===== src/rtl/io_cfg_pkg.sv =====
// io_cfg_pkg: shared types for the I/O tile configuration sequencer.
//   state_e   - sequencer FSM states
//   FRAME_W   - configuration frame width
//   ADDR_W    - configuration bus address width
//   idx2addr  - frame bit index -> {bit-in-tile, tile index} bus address
package io_cfg_pkg;

  localparam int FRAME_W = 16;
  localparam int ADDR_W  = 4;

  typedef enum logic [2:0] {
    IDLE,
    SETUP,
    STROBE,
    HOLD,
    FIN
  } state_e;

  // address[0] selects the bit inside a tile, address[1:3] is the tile
  // index with address[1] as its MSB.
  function automatic logic [0:ADDR_W-1] idx2addr(input logic [3:0] idx);
    return {idx[0], idx[3:1]};
  endfunction

endpackage


===== src/rtl/io_cfg_strobe_timer.sv =====
// io_cfg_strobe_timer: setup-phase timer for one bit write.
//   clk_i, rst_i  - clock, synchronous active-high reset
//   load_i        - entering the setup phase; reload the down-counter
//   run_i         - currently in the setup phase
//   phase_done_o  - last setup cycle; the strobe follows on the next edge
module io_cfg_strobe_timer #(
  parameter int SETUP_CYCLES = 1
) (
  input  logic clk_i,
  input  logic rst_i,
  input  logic load_i,
  input  logic run_i,
  output logic phase_done_o
);

  logic [2:0] cnt_q, cnt_d;

  always_comb begin
    cnt_d = cnt_q;
    if (load_i)                    cnt_d = 3'(SETUP_CYCLES);
    else if (run_i && cnt_q != '0) cnt_d = cnt_q - 3'd1;
  end

  always_ff @(posedge clk_i) begin
    if (rst_i) cnt_q <= '0;
    else       cnt_q <= cnt_d;
  end

  // Counter holds SETUP_CYCLES..1 across the setup cycles.
  assign phase_done_o = run_i && (cnt_q == 3'd1);

endmodule


===== src/rtl/io_cfg_sequencer.sv =====
// io_cfg_sequencer: serialises 16-bit configuration frames into per-bit
// writes on the I/O tile configuration bus (setup / strobe / hold).
//   prog_clk, pReset        - clock, synchronous active-high reset
//   s_valid/s_ready/s_data  - frame handshake from the bitstream loader
//   s_parity                - even parity over s_data
//   enable/address/data_in  - tile configuration bus (all registered)
//   busy/done/error         - loader status
// Optional build macro IO_CFG_PARITY_CHECK_EN: frames with bad parity are
// rejected and set a sticky error; otherwise s_parity is ignored.
module io_cfg_sequencer
  import io_cfg_pkg::*;
#(
  parameter int NUM_TILES     = 8,
  parameter int BITS_PER_TILE = 2,
  parameter int SETUP_CYCLES  = 1
) (
  input  logic               prog_clk,
  input  logic               pReset,
  input  logic               s_valid,
  output logic               s_ready,
  input  logic [FRAME_W-1:0] s_data,
  input  logic               s_parity,
  output logic               enable,
  output logic [0:ADDR_W-1]  address,
  output logic               data_in,
  output logic               busy,
  output logic               done,
  output logic               error
);

  // Highest index actually written; indices beyond the tile grid are skipped.
  localparam int LAST_IDX = NUM_TILES * BITS_PER_TILE - 1;

  state_e             state_q, state_d;
  logic [FRAME_W-1:0] frame_q, frame_d;
  logic [3:0]         idx_q, idx_d;
  logic               s_ready_q, s_ready_d, enable_q, enable_d;
  logic [0:ADDR_W-1]  address_q, address_d;
  logic               data_in_q, data_in_d, busy_q, busy_d;
  logic               done_q, done_d, error_q, error_d;
  logic               hs, par_ok, accept, phase_done;

  assign hs = s_valid && s_ready_q;

`ifdef IO_CFG_PARITY_CHECK_EN
  assign par_ok = ~^{s_data, s_parity};
`else
  logic unused_parity;
  assign unused_parity = s_parity;
  assign par_ok        = 1'b1;
`endif

  assign accept = hs && par_ok;

  io_cfg_strobe_timer #(.SETUP_CYCLES(SETUP_CYCLES)) u_timer (
    .clk_i        (prog_clk),
    .rst_i        (pReset),
    .load_i       (state_d == SETUP && state_q != SETUP),
    .run_i        (state_q == SETUP),
    .phase_done_o (phase_done)
  );

  // State register
  always_ff @(posedge prog_clk) begin
    if (pReset) begin
      state_q <= IDLE;
      frame_q <= '0;
      idx_q   <= '0;
    end else begin
      state_q <= state_d;
      frame_q <= frame_d;
      idx_q   <= idx_d;
    end
  end

  // Next state plus frame / index datapath
  always_comb begin
    state_d = state_q;
    frame_d = frame_q;
    idx_d   = idx_q;
    case (state_q)
      IDLE:   if (accept) begin
                frame_d = s_data;
                idx_d   = '0;
                state_d = SETUP;
              end
      SETUP:  if (phase_done) state_d = STROBE;
      STROBE: state_d = HOLD;
      HOLD:   if (idx_q == 4'(LAST_IDX)) state_d = FIN;
              else begin
                idx_d   = idx_q + 4'd1;
                state_d = SETUP;
              end
      FIN:    state_d = IDLE;
      default: state_d = IDLE;
    endcase
  end

  // Outputs are decoded from the next state so they register in step with it.
  always_comb begin
    s_ready_d = (state_d == IDLE);
    enable_d  = (state_d == STROBE);
    busy_d    = (state_d == SETUP) || (state_d == STROBE) || (state_d == HOLD);
    done_d    = (state_d == FIN);
    address_d = address_q;
    data_in_d = data_in_q;
    // Bus address/data only move on SETUP cycles, so they stay frozen
    // through the strobe and hold of each write.
    if (state_d == SETUP) begin
      address_d = idx2addr(idx_d);
      data_in_d = frame_d[idx_d];
    end
`ifdef IO_CFG_PARITY_CHECK_EN
    error_d = error_q || (hs && !par_ok);
`else
    error_d = 1'b0;
`endif
  end

  always_ff @(posedge prog_clk) begin
    if (pReset) begin
      s_ready_q <= 1'b0;
      enable_q  <= 1'b0;
      address_q <= '0;
      data_in_q <= 1'b0;
      busy_q    <= 1'b0;
      done_q    <= 1'b0;
      error_q   <= 1'b0;
    end else begin
      s_ready_q <= s_ready_d;
      enable_q  <= enable_d;
      address_q <= address_d;
      data_in_q <= data_in_d;
      busy_q    <= busy_d;
      done_q    <= done_d;
      error_q   <= error_d;
    end
  end

  assign s_ready = s_ready_q;
  assign enable  = enable_q;
  assign address = address_q;
  assign data_in = data_in_q;
  assign busy    = busy_q;
  assign done    = done_q;
  assign error   = error_q;

endmodule


===== config.mk =====
export PLATFORM = sky130hd
export DESIGN_NAME = io_cfg_sequencer
export DESIGN_NICKNAME = d
export VERILOG_FILES = /design/src/rtl/io_cfg_pkg.sv /design/src/rtl/io_cfg_strobe_timer.sv /design/src/rtl/io_cfg_sequencer.sv
export SDC_FILE = /design/constraint.sdc
export NUM_CORES = 1
export LEC_CHECK = 0
export ABC_AREA = 1
export BUFFER_PORTS_ARGS = -buffer_cell sky130_fd_sc_hd__buf_2
export CAP_MARGIN = 20
export CORE_UTILIZATION = 26
export CTS_BUF_LIST = sky130_fd_sc_hd__clkbuf_8
export CTS_CLUSTER_SIZE = 40
export DETAILED_ROUTE_END_ITERATION = 16
export GPL_TIMING_DRIVEN = 1
export PLACE_DENSITY_LB_ADDON = 0.08
export SLEW_MARGIN = 30
export SYNTH_ARGS = -nofsm -noshare
export SYNTH_HDL_FRONTEND = slang
export SYNTH_SLANG_ARGS = --single-unit

===== constraint.sdc =====
create_clock -name prog_clk -period 2 [get_ports prog_clk]
set_input_delay 0.4 -clock prog_clk [delete_from_list [all_inputs] [get_ports prog_clk]]
set_output_delay 0.4 -clock prog_clk [all_outputs]
set_load 0.03 [all_outputs]

After elaboration in Yosys (flattened, before gate mapping)
Cells that the tools add are included.

storage, ports and cells
  flip-flop bits (word level) = 35
  bits in latches = 0
  RAM bits = 0
  bits in read-only memories = 0
  input bits = 20
  memories kept = 0

operators by class
  add/subtract/negate cells = 2
  $mul = 0
  divide/modulo/power cells = 0
  $lt $le $gt $ge = 1
  equality and inequality tests = 10
  shifts and indexed selects = 0
  muxes and demuxes = 13
  bitwise logic cells = 0
  reductions and logical operators = 11

operator list
  kind                                                                      number
  16-bit 2-to-1 mux                                                         2
  3-bit by 2-bit equality test with 1-bit output (second input constant)    4
  3-bit one-hot mux with 4 select lines                                     1
  3-bit by 1-bit equality test with 1-bit output (second input constant)    3
  3-bit 2-to-1 mux                                                          3
  4-bit 2-to-1 mux                                                          2
  4-bit one-hot mux with 2 select lines                                     1
  3-bit logical NOT                                                         2
  4-bit by 5-bit < comparator with 1-bit output (second input constant)     1
  4-bit by 1-bit adder with 4-bit output (second input constant)            1
  1-bit binary-select mux with 4-bit select                                 1
  4-bit equality test (second input constant)                               1
  1-bit logical AND                                                         4
  3-bit equality test (second input constant)                               1
  1-bit 2-to-1 mux                                                          3
  3-bit by 1-bit inequality test with 1-bit output (second input constant)  1
  3-bit nonzero test                                                        1
  3-bit by 1-bit subtractor with 3-bit output (second input constant)       1
  1-bit logical OR                                                          2
  2-bit nonzero test                                                        1
  2-bit OR reduction                                                        1

Logic depth before layout (Yosys ltp)
Gate-level depths: netlist (run 1).

  depth after elaboration = 7
  gate-level depth with buffers = 13
  gate-level depth less buffers = 13

Hierarchy
A second synthesis (run 1) with hierarchy kept.

second synthesis, totals
  cells, all modules = 271
  area, all modules = 1,905.6 µm²

by module, submodules not included
  module               times used  cells an instance  area each (µm²)
  io_cfg_sequencer     1           243                1,714.1
  io_cfg_strobe_timer  1           28                 191.4

Least setup slack after synthesis (run 1)
No wires, ideal clock.

  kind = register -> register
  from = reg s_ready_q (netlist: s_ready)
  to = reg data_in_q (netlist: data_in)
  setup time = 0.115 ns
  data arrival time = 1.599 ns
  data required time = 1.885 ns
  setup slack = 0.286 ns
  stages on the path, launching flop included = 11
  cells stage by stage = dfxtp_1 > nand2_1 > inv_1 > nand3_4 > buf_6 > o21ai_1 > nand3_1 > nand3_1 > nand3_1 > a21oi_1 > nor2_1

between the ends
  word-level cells in the longest chain between the ends = 5

RTL lines
  element                                                                     line                     source
  from (decl)                                                                 io_cfg_sequencer.sv:37   logic s_ready_q, s_ready_d, enable_q, enable_d;
  from (signal assigned)                                                      io_cfg_sequencer.sv:130  s_ready_q <= s_ready_d;
  1-bit logical AND *                                                         io_cfg_sequencer.sv:43   assign hs = s_valid && s_ready_q;
  4-bit 2-to-1 mux or 16-bit 2-to-1 mux (tied branches)                       io_cfg_sequencer.sv:82   IDLE: if (accept) begin
  4-bit one-hot mux with 2 select lines or 16-bit 2-to-1 mux (tied branches)  io_cfg_sequencer.sv:81   case (state_q)
  1-bit binary-select mux with 4-bit select                                   io_cfg_sequencer.sv:111  data_in_d = frame_d[idx_d];
  1-bit 2-to-1 mux (implied by the code)                                      io_cfg_sequencer.sv:111
  to (signal assigned)                                                        io_cfg_sequencer.sv:133  data_in_q <= data_in_d;
  to (decl)                                                                   io_cfg_sequencer.sv:39   logic data_in_q, data_in_d, busy_q, busy_d;

Every way passes the cells marked *; elsewhere a longest branch is shown, timed or not. The select of a mux whose other input is x is not followed.
A chain may end at the register's enable or synchronous reset.

Worst setup path after layout (run 1)
  from = reg idx_q[0]
  to = reg data_in_q (netlist: data_in)

between the ends
  word-level cells in the longest chain between the ends = 5

RTL lines
  element                                                                        line                                            source
  from (decl)                                                                    io_cfg_sequencer.sv:36                          logic [3:0] idx_q, idx_d;
  from (signal assigned)                                                         io_cfg_sequencer.sv:72                          idx_q <= idx_d;
  4-bit by 1-bit adder with 4-bit output or 4-bit equality test (tied branches)  io_cfg_sequencer.sv:91, io_cfg_sequencer.sv:89
  4-bit 2-to-1 mux                                                               io_cfg_sequencer.sv:89                          HOLD: if (idx_q == 4'(LAST_IDX)) state_d = FIN;
  4-bit one-hot mux with 2 select lines                                          io_cfg_sequencer.sv:81
  1-bit binary-select mux with 4-bit select                                      io_cfg_sequencer.sv:111
  1-bit 2-to-1 mux (implied by the code)                                         io_cfg_sequencer.sv:111

Several ways; a longest one is shown, not always the timed one. The select of a mux whose other input is x is not followed.

==> out/metrics.csv, run 1 <==
stage,metric,value,unit
outcome,status,"finished, final reports clean",
worst_setup_path,rrSetupSlack,0.21,ns
sta,report.final.hold_viol_count,0,
detailed_routing,dr_wl_met3,129,µm
worst_setup_path,worstSetupPathType,reg2reg,
yosys,synth_top_cell_area_share,0.404,
worst_setup_path,critPathMostFrequentCell,nand3_1,
detailed_routing,highest-signal-layer,met4,
finish,antennaDiodeCount,0,
floorplan,die-area,7010,µm²
pwr,power.share.clock,0.310,
floorplan,floorplan.die.height,83.7,µm
yosys,number_of_standard_cells_after_synthesis,239,
worst_setup_path,required,2.17,ns
yosys,ys_dominant_reg_cell,dfxtp_1,
worst_setup_path,start_kind,register,
detailed_routing,post-route-drc-count,0,
detailed_routing,route.antenna.remaining_nets,0,
detailed_routing,met2_length,1730,µm
worst_setup_path,critical_path.endpoint_type,register,
grt,globalRoute.totalOverflow,0,
yosys,basic_gate_share_of_the_synthesized_area_counting_and_or_nand_and_nor_cells,0.363,
yosys,seq_area_frac_synth,0.404,
clock_network,cts_buffers,5,
clock_network,clock_sinks,35,
worst_setup_path,delay_of_the_slowest_cell_on_the_worst_path,0.37,ns
pwr,p_sw,0.422,mW
yosys,synth.largest_area_cell,dfxtp_1,
detailed_routing,finalWirelength,3950,µm
sta,fin_skew,0.00576,ns
grt,antenna_violations_before_repair,0,
detailed_routing,drt_pass1_iterations,4,
pwr,worst_case_vdd_ir_drop,0.283,mV
finish,final_cell_mix,"nand2_1 (41), dfxtp_1 (35), inv_1 (33)",
floorplan,num_rows,29,
yosys,synth-seq-cells,35,
clock_network,hold_buffers,0,
clock_network,tritoncts,done,
yosys,post_synth_xor_area_fraction,0.00505,
detailed_routing,routed_via_density,4.19,
yosys,synth_mux_area_frac,0,
placed_design,place_ws,0.138,ns
worst_setup_path,critical_path.top_delay_family,simple AND/OR/NAND/NOR gates,
worst_setup_path,critical_path_buf_inv_count,1,
detailed_routing,detail_route.wl_per_cell,11.2,µm
yosys,dominant_combinational_cell_family_by_area_after_synthesis,simple AND/OR/NAND/NOR gates,
finish,design.final.nets,301,
worst_setup_path,critPathSlowestCell,dfxtp_1,
yosys,ys.warnings.count,0,
sta,timing.final.ws_setup,0.208,ns
worst_setup_path,crit_chain,ha_1 -> nand3_1 -> nor2_2 -> nor2_1 -> nand2_4 -> buf_4 -> nand3_1 -> nand3_1 -> nand3_1 -> a21oi_1 -> nor2_1,
yosys,synth_area_leaders,"dfxtp_1 (40%), nand2_1 (8.9%), nand3_1 (7.2%)",
pwr,cell_internal_pwr,1.07,mW
grt,grt.total_usage,0.122,
worst_setup_path,arrival_time_of_data_at_the_critical_path_endpoint,1.97,ns
yosys,synth_compound_area_frac,0.0930,
placed_design,dpl.hpwl,2820,µm
hold_path,holdCritPathClass,in2reg,
floorplan,floorplan.initialDensity,0.272,
pwr,swShare,0.283,
pwr,power.leakage,1.00,nW
floorplan,die_width,83.7,µm
finish,post_route_cells_drive_above_1_share,0.243,
yosys,synth_async_sr_flop_share,0,
finish,area_growth,20.5,%
floorplan,number_of_i_o_pins,30,
placed_design,count_of_port_buffers_added_during_placement,27,
sta,grt_setup_unrepaired,false,
sta,fmax,558,MHz
pwr,combinationalPowerShare,0.183,
clock_network,h-tree-depth,2,
clock_network,clockRootBuffer,clkbuf_8,
sta,min_period,1.79,ns
pwr,power_per_cell_area,713,nW/µm²
job,timing.max_cap.violations,0,
grt,pin_count_of_the_biggest_net_entering_global_routing,22,
sta,report.final.setup_viol,0,
sta,post-route-period-util,0.896,
yosys,netlist_area,1740,µm²
detailed_routing,detailroute.via_count,1480,
clock_network,clk_path_buf_depth,2,
sta,finalMaxSlewViolations,0,
detailed_routing,drt_iter0_drc,26,
grt,via_count_of_the_first_global_routing_pass,1467,
worst_setup_path,timing.critical_path.fanout_max,8,
yosys,avgSynthCellArea,7.26,µm²
detailed_routing,route.layer.met1.wl,2020,µm
pwr,power_frac_seq,0.507,
yosys,adder_and_majority_cell_fraction_of_the_synthesized_area,0.0288,
yosys,post_synth_edffs,0,
yosys,yosysUniqueCellTypes,31,
floorplan,core_area,6390,µm²
finish,layout_commonest_cell,nand2_1,
placed_design,place.gp.congestion,0.775,
yosys,syn_nets,263,
finish,fill_cells,714,
clock_network,worstSkewPairLatency,0.28,ns
sta,totalNegativeSetupSlack,0,ns
clock_network,clkTransAtPathRegs,0.06,ns
grt,grt_first_pass_wirelength,6750,µm
## worst reg2reg max path, stage by stage, from the launching register on
cell	delay, ns
dfxtp_1	0.37
ha_1	0.20
nand3_1	0.13
nor2_2	0.19
nor2_1	0.09
nand2_4	0.12
buf_4	0.13
nand3_1	0.06
nand3_1	0.09
nand3_1	0.08
a21oi_1	0.16
nor2_1	0.06
## cells by family (layout without fill, tap and decap cells)
group / Yosys count / count (layout)
other: 1 / 1
AOI/OAI and AO/OA: 28 / 28
buffers and inverters: 43 / 79
adders and majority gates: 4 / 4
and+or+nand+nor: 127 / 128
DFF: 35 / 35
xor gates and xnor gates: 1 / 1
## final cells by class
class                   instances  area [µm²]  area share
multi-input cells             162         865       0.413
repair buffers                 37         223       0.106
clock inverters                 1        3.75     0.00179
inverters                      36         135      0.0646
clock buffers                   5        68.8      0.0329
well taps                      77        96.3      0.0461
flip-flops and latches         35         701       0.335
## synthesized netlist by cell type (2+ instances only)
cell      count
or2_1         3
clkbuf_1      3
nor2_2        3
nand2_1      41
nand2_4       2
inv_2         4
o21ai_0       5
dfxtp_1      35
nand2_2       6
nor2_4        3
ha_1          4
nor2_1       32
o21ai_1      15
nor3_1        3
and3_1        2
inv_1        32
a21oi_1       5
nand4_1       3
nand3_1      25
buf_6         2
## through the flow
stage | total power, mW | util | cell area [µm²] | hold WS [ns] | instances
floorplan | 0.965 | - | 1740 | 0.457 | 239
global placement | 1.04 | 0.312 | 1990 | 0.482 | 345
detailed placement | 1.04 | 0.312 | 1990 | 0.488 | 345
CTS | 1.51 | 0.323 | 2060 | 0.392 | 351
global route | 1.59 | 0.328 | 2090 | 0.395 | 353
finish | 1.49 | 0.328 | 2090 | 0.395 | 353
## sequential cells by signal, summed over array words and instances, names as in the netlist
signal / flops
frame_q: 16
address: 4
idx_q: 4
state_q: 3
u_timer.cnt_q: 3
busy: 1
data_in: 1
done: 1
enable: 1
s_ready: 1
## power by group through the flow
stage | logic, mW | registers, mW | clock network, mW
floorplan | 0.167 | 0.798 | 0
global route | 0.317 | 0.762 | 0.513
CTS | 0.269 | 0.757 | 0.487
global placement | 0.267 | 0.772 | 0
detailed placement | 0.267 | 0.773 | 0
finish | 0.273 | 0.756 | 0.462
## per-layer routing
metal / vias to the layer above / GRT usage
li1: 824 / -
met1: 628 / 0.162
met2: 21 / 0.188
met3: 7 / 0.0336
met4: 0 / 0.0462
met5: - / 0
## path summary, 6_finish.rpt
kind / startpoint / endpoint / depth (start not counted)
max: idx_q[0] / data_in / 11
min: s_data[11] / frame_q[11] / 3
max reg2reg: idx_q[0] / data_in / 11
min reg2reg: frame_q[0] / frame_q[0] / 2
## what timing repair did
| action | CTS | global route |
|---|---|---|
| setup endpoints to repair | 0 | 1 |
| setup buffers | 0 | 1 |
| resized for setup | 0 | 0 |
Power figures use the tool's default switching activity.
==> run 2: changes to the inputs <==
CTS_CLUSTER_SIZE = not set   (was 40)
clock period = 1.7 ns   (was 2 ns; I/O delays follow)
==> run 2 against run 1 <==
Critical endpoint unchanged; non-clock buffer count rose by 32; clock-buffer cell count up 2; largest cell class unchanged; worst setup slack got worse by 0.17 ns; combinational power up 59%; global-route usage rose by 1.6 points; highest routed layer unchanged; power rose by 34%; final cell count is 9.6% higher; largest power group unchanged.
==> out/metrics.csv, run 2 (same netlist as run 1, synthesis figures left out) <==
stage,metric,value,unit,change
outcome,status,"finished, final reports clean",,
clock_network,clkTransAtPathRegs,0.07,ns,about the same
finish,area_growth,49.7,%,
worst_setup_path,start_kind,register,,
placed_design,dp_cells,367,,+6.4%
clock_network,hold_buffers,0,,unchanged
floorplan,num_rows,29,,unchanged
sta,grt_setup_unrepaired,true,,
detailed_routing,route.antenna.remaining_nets,0,,unchanged
sta,report.final.setup_viol,0,,unchanged
detailed_routing,drt_pass1_iterations,3,,-1
sta,timing.final.ws_setup,0.0408,ns,-0.167 ns
grt,grtUsageMet1,0.172,,+0.0105
sta,post-route-period-util,0.976,,+0.0800
grt,via_count_of_the_first_global_routing_pass,1593,,+8.6%
sta,min_period,1.66,ns,-0.133 ns
clock_network,cts_buffers,5,,unchanged
finish,register_with_the_most_flip_flops,frame_q,,
clock_network,worstSkewPairLatency,0.29,ns,about the same
clock_network,h-tree-depth,2,,unchanged
clock_network,clock_sinks,35,,unchanged
worst_setup_path,delay_of_the_slowest_cell_on_the_worst_path,0.37,ns,about the same
clock_network,tritoncts,done,,
placed_design,place.gp.congestion,0.779,,+0.58%
grt,grt_first_pass_wirelength,7500,µm,+11%
placed_design,dpl.hpwl,3000,µm,+6.5%
worst_setup_path,crit_chain,inv_2 -> nand2_2 -> nor2_4 -> buf_12 -> buf_12 -> nand2_1 -> nand2_2 -> nand3_1 -> nand3_1 -> nand3_1 -> nand2_1 -> nand2_1 -> nand2_1 -> nor2_1,,
job,timing.max_cap.violations,0,,unchanged
sta,totalNegativeSetupSlack,0,ns,unchanged
worst_setup_path,required,1.89,ns,-0.28 ns
detailed_routing,post-route-drc-count,0,,unchanged
sta,fin_skew,0.00547,ns,-0.000291 ns
hold_path,holdCritPathClass,in2reg,,
floorplan,floorplan.initialDensity,0.272,,unchanged
clock_network,clk_path_buf_depth,2,,unchanged
worst_setup_path,timing.critical_path.fanout_max,5,,-3
finish,post_route_cells_drive_above_1_share,0.413,,+0.170
worst_setup_path,critPathMostFrequentCell,nand2_1,,
pwr,power.leakage,1.22,nW,+21%
detailed_routing,finalWirelength,4380,µm,+11%
clock_network,clockRootBuffer,clkbuf_8,,
grt,pin_count_of_the_biggest_net_entering_global_routing,19,,-14%
placed_design,placement.cell_area,2210,µm²,+11%
sta,fmax,603,MHz,+8.0%
floorplan,number_of_i_o_pins,30,,unchanged
grt,grt.total_usage,0.138,,+0.0161
grt,layer_with_the_highest_usage,met2,,
worst_setup_path,arrival_time_of_data_at_the_critical_path_endpoint,1.85,ns,-0.12 ns
finish,fill_cells,671,,-6.0%
finish,final_instance_area,2600,µm²,+24%
finish,antennaDiodeCount,0,,unchanged
finish,post-route-util,0.407,,+0.0794
worst_setup_path,critical_path.endpoint_type,register,,
finish,final_cell_mix,"nand2_1 (40), buf_4 (32), inv_1 (31), nor2_1 (31), dfxtp_1 (30)",,
floorplan,die_width,83.7,µm,unchanged
detailed_routing,detailroute.via_count,1618,,+9.3%
worst_setup_path,worstSetupPathType,reg2reg,,
worst_setup_path,critPathSlowestCell,dfxtp_4,,
sta,finalMaxSlewViolations,0,,unchanged
placed_design,place_ws,-0.0844,ns,-0.222 ns
floorplan,die-area,7010,µm²,unchanged
grt,antenna_violations_before_repair,0,,unchanged
grt,globalRoute.totalOverflow,0,,unchanged
grt,global_route.usage.met3,0.0376,,+0.00396
pwr,worst_case_vdd_ir_drop,0.361,mV,+28%
finish,largest_reg_flops,16,,unchanged
floorplan,floorplan.die.height,83.7,µm,unchanged
finish,final-instance-count-excl-fill,387,,+9.6%
detailed_routing,routed_via_density,4.18,,-0.28%
finish,layout_commonest_cell,nand2_1,,
pwr,power_per_cell_area,767,nW/µm²,+7.5%
floorplan,core_area,6390,µm²,unchanged
grt,globalRouteMet2Util,0.225,,+0.0370
finish,design.final.nets,333,,+11%
detailed_routing,detail_route.wl_per_cell,11.3,µm,+1.2%
sta,report.final.hold_viol_count,0,,unchanged
placed_design,count_of_port_buffers_added_during_placement,27,,unchanged
detailed_routing,drt_iter0_drc,25,,-3.8%
## run 2: cell count changes in the layout (fill, tap and decap cells not counted), sizes merged
cell and change:
buf +32, clkbuf +2
## run 2: where the power goes
part	switching, mW	total (mW)	internal [mW]
Sequential	0.0212	0.892	0.871
Combinational	0.236	0.435	0.198
Clock	0.302	0.666	0.364
## run 2: final cells by class
type | instances | area, µm² | area share
clock inverters | 1 | 3.75 | 0.00144
well taps | 77 | 96.3 | 0.0371
repair buffers | 69 | 552 | 0.212
inverters | 36 | 138 | 0.0530
clock buffers | 7 | 96.3 | 0.0371
multi-input cells | 162 | 1000 | 0.385
flip-flops and latches | 35 | 712 | 0.274
## run 2: path summary, 6_finish.rpt
path / startpoint / end / slack [ns] / cells past startpoint
min: s_data[13] / frame_q[13] / 0.29 / 3
max reg2reg: state_q[0] / data_in / 0.04 / 14
max: state_q[0] / data_in / 0.04 / 14
min reg2reg: frame_q[2] / frame_q[2] / 0.50 / 2
## run 2: critical path: cells and delay by family (launching register included)
kind | cells | cell delay, ns
and+or+nand+nor | 11 | 0.81
buffers and inverters | 3 | 0.38
DFF | 1 | 0.37
## run 2: timing repair
action | 4_1_cts | 5_1_grt
setup endpoints to repair | 3 | 7
pin swaps | 6 | 8
cloned | 2 | 0
gates resized for setup | 20 | 26
buffers inserted | 9 | 1
## run 2: per-layer routing
metal	share of wire	vias to the layer above
met3	0.033	9
met4	0.022	0
met1	0.50	697
met5	0	-
met2	0.45	22
li1	-	890
## run 2: stage by stage
step           hold WS, ns  power (mW)
4_1_cts              0.294        2.01
5_1_grt              0.305        2.12
2_1_floorplan        0.457        1.14
6_report             0.294        1.99
3_5_place_dp         0.484        1.27
3_3_place_gp         0.478        1.27
